**src/rtl/key_schedule_pkg.sv**
```systemverilog
// Shared AES-128 key schedule definitions: sizes, FSM encodings, S-box, Rcon
// and column/byte slicing helpers.
package key_schedule_pkg;

   localparam int unsigned AES_NK     = 4;
   localparam int unsigned AES_NR_128 = 10;

   typedef logic [31:0] word_t;

   localparam logic [0:0] ST_IDLE = 1'b0;
   localparam logic [0:0] ST_RUN  = 1'b1;

   // AES forward S-box, entry 0 in the most significant byte
   localparam logic [2047:0] SBOX_TABLE = {
      128'h637c777bf26b6fc53001672bfed7ab76,
      128'hca82c97dfa5947f0add4a2af9ca472c0,
      128'hb7fd9326363ff7cc34a5e5f171d83115,
      128'h04c723c31896059a071280e2eb27b275,
      128'h09832c1a1b6e5aa0523bd6b329e32f84,
      128'h53d100ed20fcb15b6acbbe394a4c58cf,
      128'hd0efaafb434d338545f9027f503c9fa8,
      128'h51a3408f929d38f5bcb6da2110fff3d2,
      128'hcd0c13ec5f974417c4a77e3d645d1973,
      128'h60814fdc222a908846eeb814de5e0bdb,
      128'he0323a0a4906245cc2d3ac629195e479,
      128'he7c8376d8dd54ea96c56f4ea657aae08,
      128'hba78252e1ca6b4c6e8dd741f4bbd8b8a,
      128'h703eb5664803f60e613557b986c11d9e,
      128'he1f8981169d98e949b1e87e9ce5528df,
      128'h8ca1890dbfe6426841992d0fb054bb16
   };

   function automatic logic [7:0] sbox(input logic [7:0] x);
      return SBOX_TABLE[(255 - int'(x)) * 8 +: 8];
   endfunction

   // Round constant for round i (1..10); out-of-range indices give zero
   function automatic logic [7:0] rcon(input logic [3:0] i);
      logic [7:0] r;
      case (i)
         4'd1:    r = 8'h01;
         4'd2:    r = 8'h02;
         4'd3:    r = 8'h04;
         4'd4:    r = 8'h08;
         4'd5:    r = 8'h10;
         4'd6:    r = 8'h20;
         4'd7:    r = 8'h40;
         4'd8:    r = 8'h80;
         4'd9:    r = 8'h1b;
         4'd10:   r = 8'h36;
         default: r = 8'h00;
      endcase
      return r;
   endfunction

   // Column c of a 128-bit block (column 0 in the top bits)
   function automatic word_t col(input logic [127:0] blk, input int unsigned c);
      return blk[127 - 32*c -: 32];
   endfunction

   // Byte b of a word (byte 0 in the top bits)
   function automatic logic [7:0] get_byte(input word_t w, input int unsigned b);
      return w[31 - 8*b -: 8];
   endfunction

endpackage

```
**src/rtl/key_schedule_sub_word.sv**
```systemverilog
// SubWord: AES S-box applied independently to each byte of a 32-bit word.
module key_schedule_sub_word
   import key_schedule_pkg::*;
(
   input  logic [31:0] din,
   output logic [31:0] dout
);

   // One S-box lookup per byte lane
   always_comb begin
      dout = '0;
      for (int unsigned b = 0; b < 4; b++) begin
         dout[31 - 8*b -: 8] = sbox(get_byte(din, b));
      end
   end

endmodule

```
**src/rtl/key_schedule.sv**
```systemverilog
// Iterative AES-128 key expansion: round key register updated in place, one
// round per accepted handshake, round keys 0..NR streamed over valid/ready.
module key_schedule
   import key_schedule_pkg::*;
#(
   parameter int unsigned NR = AES_NR_128
) (
   input  logic         clk,
   input  logic         rst_n,
   input  logic         key_valid,
   output logic         key_ready,
   input  logic [127:0] key,
   output logic         rk_valid,
   input  logic         rk_ready,
   output logic [3:0]   rk_round,
   output logic [127:0] rk_data,
   output logic         busy
);

   localparam logic [3:0] NR_LAST = 4'(NR);

   logic [0:0]   state_q, state_d;
   logic [127:0] rk_data_q, rk_data_d;
   logic [3:0]   rk_round_q, rk_round_d;

   word_t        w [AES_NK];
   word_t        n [AES_NK];
   word_t        rot_w3;
   word_t        sub_w3;
   word_t        t;
   logic [127:0] next_key;

   // Outputs decoded from the FSM state and key registers
   always_comb begin
      key_ready = (state_q == ST_IDLE);
      rk_valid  = (state_q == ST_RUN);
      busy      = (state_q == ST_RUN);
      rk_round  = rk_round_q;
      rk_data   = rk_data_q;
   end

   // RotWord of the last column feeding the S-box stage
   always_comb begin
      for (int unsigned c = 0; c < AES_NK; c++) begin
         w[c] = col(rk_data_q, c);
      end
      rot_w3 = {w[3][23:0], w[3][31:24]};
   end

   key_schedule_sub_word u_sub_word (
      .din  (rot_w3),
      .dout (sub_w3)
   );

   // Next round key: chained XOR across the four columns
   always_comb begin
      t    = sub_w3 ^ {rcon(rk_round_q + 4'd1), 24'h000000};
      n[0] = w[0] ^ t;
      for (int unsigned c = 1; c < AES_NK; c++) begin
         n[c] = w[c] ^ n[c-1];
      end
      next_key = {n[0], n[1], n[2], n[3]};
   end

   // FSM and key register next-state
   always_comb begin
      state_d    = state_q;
      rk_data_d  = rk_data_q;
      rk_round_d = rk_round_q;
      case (state_q)
         ST_IDLE: begin
            if (key_valid) begin
               rk_data_d  = key;
               rk_round_d = 4'd0;
               state_d    = ST_RUN;
            end
         end
         default: begin
            if (rk_ready) begin
               if (rk_round_q == NR_LAST) begin
                  state_d = ST_IDLE;
               end else begin
                  rk_data_d  = next_key;
                  rk_round_d = rk_round_q + 4'd1;
               end
            end
         end
      endcase
   end

   // State registers, asynchronous active-low reset
   always_ff @(posedge clk or negedge rst_n) begin
      if (!rst_n) begin
         state_q    <= ST_IDLE;
         rk_data_q  <= '0;
         rk_round_q <= '0;
      end else begin
         state_q    <= state_d;
         rk_data_q  <= rk_data_d;
         rk_round_q <= rk_round_d;
      end
   end

endmodule

```
**config.mk**
```make
export PLATFORM = sky130hd
export DESIGN_NAME = key_schedule
export DESIGN_NICKNAME = d
export VERILOG_FILES = /design/src/rtl/key_schedule_pkg.sv /design/src/rtl/key_schedule_sub_word.sv /design/src/rtl/key_schedule.sv
export SDC_FILE = /design/constraint.sdc
export NUM_CORES = 1
export LEC_CHECK = 0
export ABC_AREA = 1
export CAP_MARGIN = 20
export CORE_AREA = 2 2 151 301
export DETAILED_ROUTE_END_ITERATION = 7
export DIE_AREA = 0 0 153 303
export PLACE_DENSITY = 0.69
export SYNTH_ARGS = -nofsm -noshare
export SYNTH_HDL_FRONTEND = slang
export SYNTH_SLANG_ARGS = --single-unit
export TNS_END_PERCENT = 10
```
**constraint.sdc**
```tcl
create_clock -name clk -period 7.25 [get_ports clk]
set_clock_uncertainty 0.05 [all_clocks]
set_input_delay 0.725 -clock clk [delete_from_list [all_inputs] [get_ports clk]]
set_output_delay 0.725 -clock clk [all_outputs]
set_load 0.01 [all_outputs]
```
==> results of run 1 <==
stage by stage:
step           cell area, µm²  hold slack, ns  setup slack [ns]  cells  util (%)
4_1_cts                 23200           0.274              3.23   4413      52.6
3_5_place_dp            22600           0.461              3.24   4381      51.4
3_3_place_gp            22600           0.451              3.27   4381      51.4
2_1_floorplan           20100           0.379              4.38   3766         -
layer usage:
metal / track usage (%) / GRT overflow
met2: 85.7 / 39
met4: 64.2 / 34
met3: 33.2 / 0
met5: 7.97 / 0
met1: 56.9 / 0
logic make-up after synthesis:
kind of cell | count (synthesis) | share of synthesized area (%)
flops | 133 | 16.5
xor+xnor | 7 | 0.305
fa+ha+maj | 63 | 3.95
buf+inv | 488 | 10.6
compound gates | 423 | 11.5
simple gates | 2652 | 57.1
==> flow_summary.yaml, run 1 <==
floorplanning:
  start_util_pct: 45.7
  rows: 109
  die_h_um: 303
  ios: 267
  die_x_um: 153
status:
  haltStage: "global routing (5_1_grt)"
  status: "did not finish"
  tool.error: "[ERROR GRT-0116] Global routing finished with congestion. Check the congestion regions in the DRC Viewer."
yosys:
  synth_most_common_cell: "nand2_1"
  yosys-top-cells-count: "nand2_1 (1,241), nand3_1 (1,071), nor2_1 (268)"
  netlist_instances: 3766
  synth-edff-count: 0
  yosysWarnings: 0
  synth_top_cell_by_area: "nand3_1"
  ys_async_sr_fraction_pct: 100
  synth_area_mm2: 0.0201
  ys_seq_elements: 133
  synth_nets: 3961
  synth_area_leaders: "nand3_1 (27%), nand2_1 (23%), dfrtp_1 (17%)"
  synth_top_area_share_pct: 26.6
  synth-seq-area-share_pct: 16.5
  synth_cell_types: 32
  syn_avg_cell_area_um2: 5.34
  ys_dominant_reg_cell: "dfrtp_1"
place:
  dp_hpwl_um: 91900
  place.gp.congestion: 1.25
  port_buffers: 266
clock_network:
  cts_hold_buffers: 0
  numCtsBuffers: 17
  clockBufferDepth: 2
  clock-sinks: 133
  htree_num_levels: 4
  post_cts_buffers: 0
  ctsResizeCount: 0
  cts_root_buf: "clkbuf_16"
grt:
  grt_pass1_wl_um: 208000
  grt_max_degree: 86
  grt_pass1_vias: 30300
  grt-ovfl-total: 73
  grt.total_usage_pct: 59.6
==> inputs of run 2 (changes only) <==
- CORE_AREA: 2 2 151 301 -> 2 2 258 260
- DIE_AREA: 0 0 153 303 -> 0 0 260 262
- PLACE_DENSITY: 0.69 -> default
- PLACE_DENSITY_LB_ADDON: default -> 0.15
==> flow_summary.yaml, run 2 <==
critical_path:
  path_buf_inv: 2
  critPathRequiredTime_ns: 7.58
  path_cells: "inv_1 > ha_1 > nand2_1 > nand2_1 > inv_1 > nand2_1 > nand3_1 > nand3_1 > nand3_1 > nand3_1 > nand3_1 > nand3_1 > nand3_1 > nand3_1 > nand3_1 > nand2_1 > nand2_1"
  max_stage_delay_ns: 0.76
  cp_top_family: "simple AND/OR/NAND/NOR gates"
  crit_fanout: 16
  r2r_cells: 17
  start_kind: "register"
  rrSetupSlack_ns: 3.21
  rr_startpoint: "rk_data[24]$_DFFE_PN0P_"
  path_common_cell: "nand3_1"
  crit_slowest_cell: "dfrtp_1"
  crit_arrival_ns: 4.36
  cp-end-kind: "register"
  path_class: "register to register"
  r2r_end: "rk_data[0]$_DFFE_PN0P_"
timing:
  slew_violations: 0
  setup_violations: 0
  setup_tns_ns: 0
  min_period_ns: 4.04
  max_slew_margin_pct: 27.2
  setup_ws_ns: 3.21
  rsz0062_at_grt: "no"
  period_share_pct: 55.7
  clock.fmax_mhz: 248
  tightest_slew_ns: 1.09
  hold_viol_final: 0
clock_network:
  ctsResizeCount: 0
  numCtsBuffers: 17
  clk_pin_slew_ns: 0.07
  clock-sinks: 133
  cts_hold_buffers: 0
  cts_tree: "yes"
  post_cts_buffers: 0
  clkLatencyLatePin_ns: 0.50
  cts_root_buf: "clkbuf_16"
  htree_num_levels: 4
  clockBufferDepth: 2
grt:
  grt.total_usage_pct: 32.1
  grt_pass1_vias: 25400
  grt_max_degree: 91
  grt-ovfl-total: 0
  antenna_found_initial: 2
  grt_pass1_wl_um: 166000
routing:
  ant_nets: 0
  wl_um: 112000
  drc_errors: 0
  first_pass_iters: 8
  viasPerCell: 5.90
  num_vias: 27900
  drt_iter0_drc: 4028
  wire_per_inst_um: 23.8
yosys:
  ys_dominant_reg_cell: "dfrtp_1"
  synth-seq-area-share_pct: 16.5
  yosysWarnings: 0
  synth_area_mm2: 0.0201
  yosys-top-cells-count: "nand2_1 (1,241), nand3_1 (1,071), nor2_1 (268)"
  synth_cell_types: 32
  synth_area_leaders: "nand3_1 (27%), nand2_1 (23%), dfrtp_1 (17%)"
  syn_avg_cell_area_um2: 5.34
  synth_nets: 3961
  netlist_instances: 3766
  synth_top_area_share_pct: 26.6
  ys_async_sr_fraction_pct: 100
  ys_seq_elements: 133
  synth-edff-count: 0
  synth_top_cell_by_area: "nand3_1"
  synth_most_common_cell: "nand2_1"
cells_and_area:
  syn2layout_area_growth_pct: 17.5
  largest_reg_flops: 128
  seqCellArea_mm2: 0.00334
  insertedDiodeCount: 0
  final_cell_mix: "nand2_1 (1,241), nand3_1 (1,071), nor2_1 (268)"
  final_nets: 4036
  mostFrequentLayoutCell: "nand2_1"
  multi_input_area_mm2: 0.0147
  fillers: 7460
  drive_gt1_share_pct: 3.76
place:
  port_buffers: 266
  place.gp.congestion: 1.02
  dp_hpwl_um: 81600
  place_ws_ns: 3.36
floorplanning:
  die_x_um: 260
  rows: 94
  start_util_pct: 30.8
  ios: 267
  die_h_um: 262
  core_area_mm2: 0.0653
  die-area_mm2: 0.0681
min_path:
  holdCritPathClass: "input pin to asynchronous set/reset pin"
flow_run:
  maxCapViolations: 0
status:
  status: "completed"
## run 2: cell counts after synthesis
Identical to the previous run, type by type.
## run 2: layout make-up
type                    instances  share of cell area [%]
clock buffers                  20                    1.93
clock inverters                12                   0.851
inverters                     238                    3.86
multi-input cells            3145                    62.0
flip-flops and latches        133                    14.1
well taps                     864                    4.57
repair buffers                306                    12.6
## run 2: worst max path at each step
stage	startpoint	cells past startpoint	endpoint
final	rk_data[24]$_DFFE_PN0P_	17	rk_data[0]$_DFFE_PN0P_
after global routing	rk_data[24]$_DFFE_PN0P_	21	rk_data[3]$_DFFE_PN0P_
after CTS	rk_data[24]$_DFFE_PN0P_	17	rk_data[0]$_DFFE_PN0P_
after detailed placement	rk_data[24]$_DFFE_PN0P_	21	rk_data[3]$_DFFE_PN0P_
after global placement	rk_data[24]$_DFFE_PN0P_	17	rk_data[0]$_DFFE_PN0P_
after floorplan	rk_data[17]$_DFFE_PN0P_	26	rk_data[30]$_DFFE_PN0P_
## run 2: layer usage
| metal | vias up | GRT usage (%) | wire length, µm |
|---|---|---|---|
| li1 | 12800 | - | - |
| met1 | 12900 | 44.1 | 47400 |
| met3 | 297 | 6.07 | 11600 |
| met5 | - | 0 | 26 |
| met4 | 4 | 15.2 | 5700 |
| met2 | 1850 | 48.3 | 47600 |
## run 2: cells by family (layout without fill, tap and decap cells)
kind of cell    Yosys count  count (layout)  share of synthesized area (%)
simple gates           2652            2652                           57.1
buf+inv                 488             576                           10.6
compound gates          423             423                           11.5
flops                   133             133                           16.5
fa+ha+maj                63              63                           3.95
xor+xnor                  7               7                          0.305
## run 2: stage by stage
stage	instances	hold slack [ns]	util, %	instance area, µm²
global route	4718	0.184	36.2	23700
CTS	4717	0.151	36.2	23600
detailed placement	4685	0.479	35.2	23000
global placement	4685	0.481	35.2	23000
floorplan	3766	0.379	-	20100
finish	4718	0.147	36.2	23700
Power of run 2 is not shown: default switching activity piles up to over one toggle a cycle in this logic, so the estimate is an artifact.
==> inputs of run 3 (changes only) <==
- clock period: 7.25 -> 3.55 ns (I/O delays scaled with it)
==> flow_summary.yaml, run 3 (synthesis results as in run 2) <==
clock_network:
  cts_root_buf: "clkbuf_16"
  clockBufferDepth: 2
  clkLatencyLatePin_ns: 0.50
  numCtsBuffers: 17
  htree_num_levels: 4
  cts_tree: "yes"
  clk_pin_slew_ns: 0.07
  clock-sinks: 133
routing:
  drc_errors: 0
  drt_iter0_drc: 4160
  first_pass_iters: 7
  viasPerCell: 5.85
  ant_nets: 0
  wl_um: 115000
  wire_per_inst_um: 24.0
  num_vias: 28100
critical_path:
  critPathRequiredTime_ns: 3.90
  rr_startpoint: "rk_data[9]$_DFFE_PN0P_"
  crit_arrival_ns: 3.77
  path_cells: "buf_12 > ha_1 > inv_1 > nand2_1 > nand3_1 > nand3_1 > nand3_1 > nand3_1 > nand3_1 > nand3_1 > nand3_1 > nand2_1 > nand2_1 > nand3_1 > nand3_1 > nand2_1 > nand2_1"
  path_class: "register to register"
  crit_fanout: 14
  rrSetupSlack_ns: 0.13
  path_common_cell: "nand3_1"
  cp-startpoint: "rk_data[9]$_DFFE_PN0P_"
  start_kind: "register"
  max_stage_delay_ns: 0.43
  r2r_cells: 17
  r2r_end: "rk_data[21]$_DFFE_PN0P_"
  crit_slowest_cell: "dfrtp_1"
  cp-end-kind: "register"
timing:
  min_period_ns: 3.42
  rsz0062_at_grt: "no"
  slew_violations: 0
  period_share_pct: 96.3
  hold_viol_final: 0
  setup_ws_ns: 0.130
  hold_slack_ns: 0.306
  setup_tns_ns: 0
  setup_violations: 0
  clock.fmax_mhz: 292
  max_slew_margin_pct: 45.3
  tightest_slew_ns: 0.821
floorplanning:
  die-area_mm2: 0.0681
  rows: 94
  die_h_um: 262
  start_util_pct: 30.8
  ios: 267
  die_x_um: 260
  core_area_mm2: 0.0653
status:
  status: "completed"
flow_run:
  maxCapViolations: 0
cells_and_area:
  largest_reg_flops: 128
  syn2layout_area_growth_pct: 21.3
  mostFrequentLayoutCell: "nand2_1"
  final_nets: 4127
  insertedDiodeCount: 0
  drive_gt1_share_pct: 5.98
  final_cell_mix: "nand2_1 (1,241), nand3_1 (1,071), nor2_1 (268)"
place:
  port_buffers: 266
  dp_hpwl_um: 85800
  place.gp.congestion: 1.02
  place_ws_ns: 0.315
grt:
  grt-ovfl-total: 0
  grt_pass1_vias: 26100
  grt.total_usage_pct: 33.0
  grt_pass1_wl_um: 171000
  antenna_found_initial: 2
  grt_max_degree: 104
min_path:
  holdCritPathClass: "input pin to asynchronous set/reset pin"
[run 3: changes by cell type in the layout (fill, tap and decap cells not counted), sizes merged, moves of 2 or more]
cell and change:
clkinv -2, inv +7, clkinvlp +3, bufinv -5
buf +90, clkbuf -3
[run 3: area by class of cell]
cell class / instances / area [µm²]
inverter: 238 / 913
timing repair buffer: 397 / 3820
tap: 864 / 1080
multi-input combinational: 3145 / 14700
sequential: 133 / 3340
clock inverter: 15 / 143
clock buffer: 17 / 425
fill: 7352 / 40900
[run 3: metrics by stage]
step,instance area (µm²),utilization (%),cells
2_1_floorplan,20100,-,3766
3_3_place_gp,23800,36.5,4776
3_5_place_dp,23800,36.5,4776
4_1_cts,24400,37.4,4809
5_1_grt,24400,37.4,4809
6_report,24400,37.4,4809
[run 3: worst max path at each step]
stage | to | slack (ns) | cells after the start
after floorplan | rk_data[30]$_DFFE_PN0P_ | 0.68 | 26
after global placement | rk_data[21]$_DFFE_PN0P_ | 0.33 | 17
after detailed placement | rk_data[12]$_DFFE_PN0P_ | 0.32 | 22
after CTS | rk_data[12]$_DFFE_PN0P_ | 0.29 | 22
after global routing | rk_data[12]$_DFFE_PN0P_ | 0.002 | 22
final | rk_data[21]$_DFFE_PN0P_ | 0.13 | 17
[run 3: timing repair]
action / CTS / global route
hold buffers: 1 / 0
endpoints found under the setup margin: 0 / 1
resized for setup: 0 / 1
hold endpoints to repair: 42 / 0
setup buffers: 0 / 0
[run 3: worst max-delay path, delay by kind of cell, from the launching register on]
family | cells | cell delay, ns
and+or+nand+nor | 14 | 2.21
DFF | 1 | 0.43
buffers and inverters | 2 | 0.33
adders and majority gates | 1 | 0.29
[run 3: metal layers]
metal  global-route usage, %  part of all wire [%]  up-vias  wire length [µm]
li1                        -                     -    13000                 -
met1                    45.0                    42    13000             48800
met2                    49.9                    42     1891             48700
met4                    16.0                   5.2        2              6040
met5                       0                 0.011        -                13
met3                    6.22                    10      328             11800
Power of run 3 is left out for the same reason.
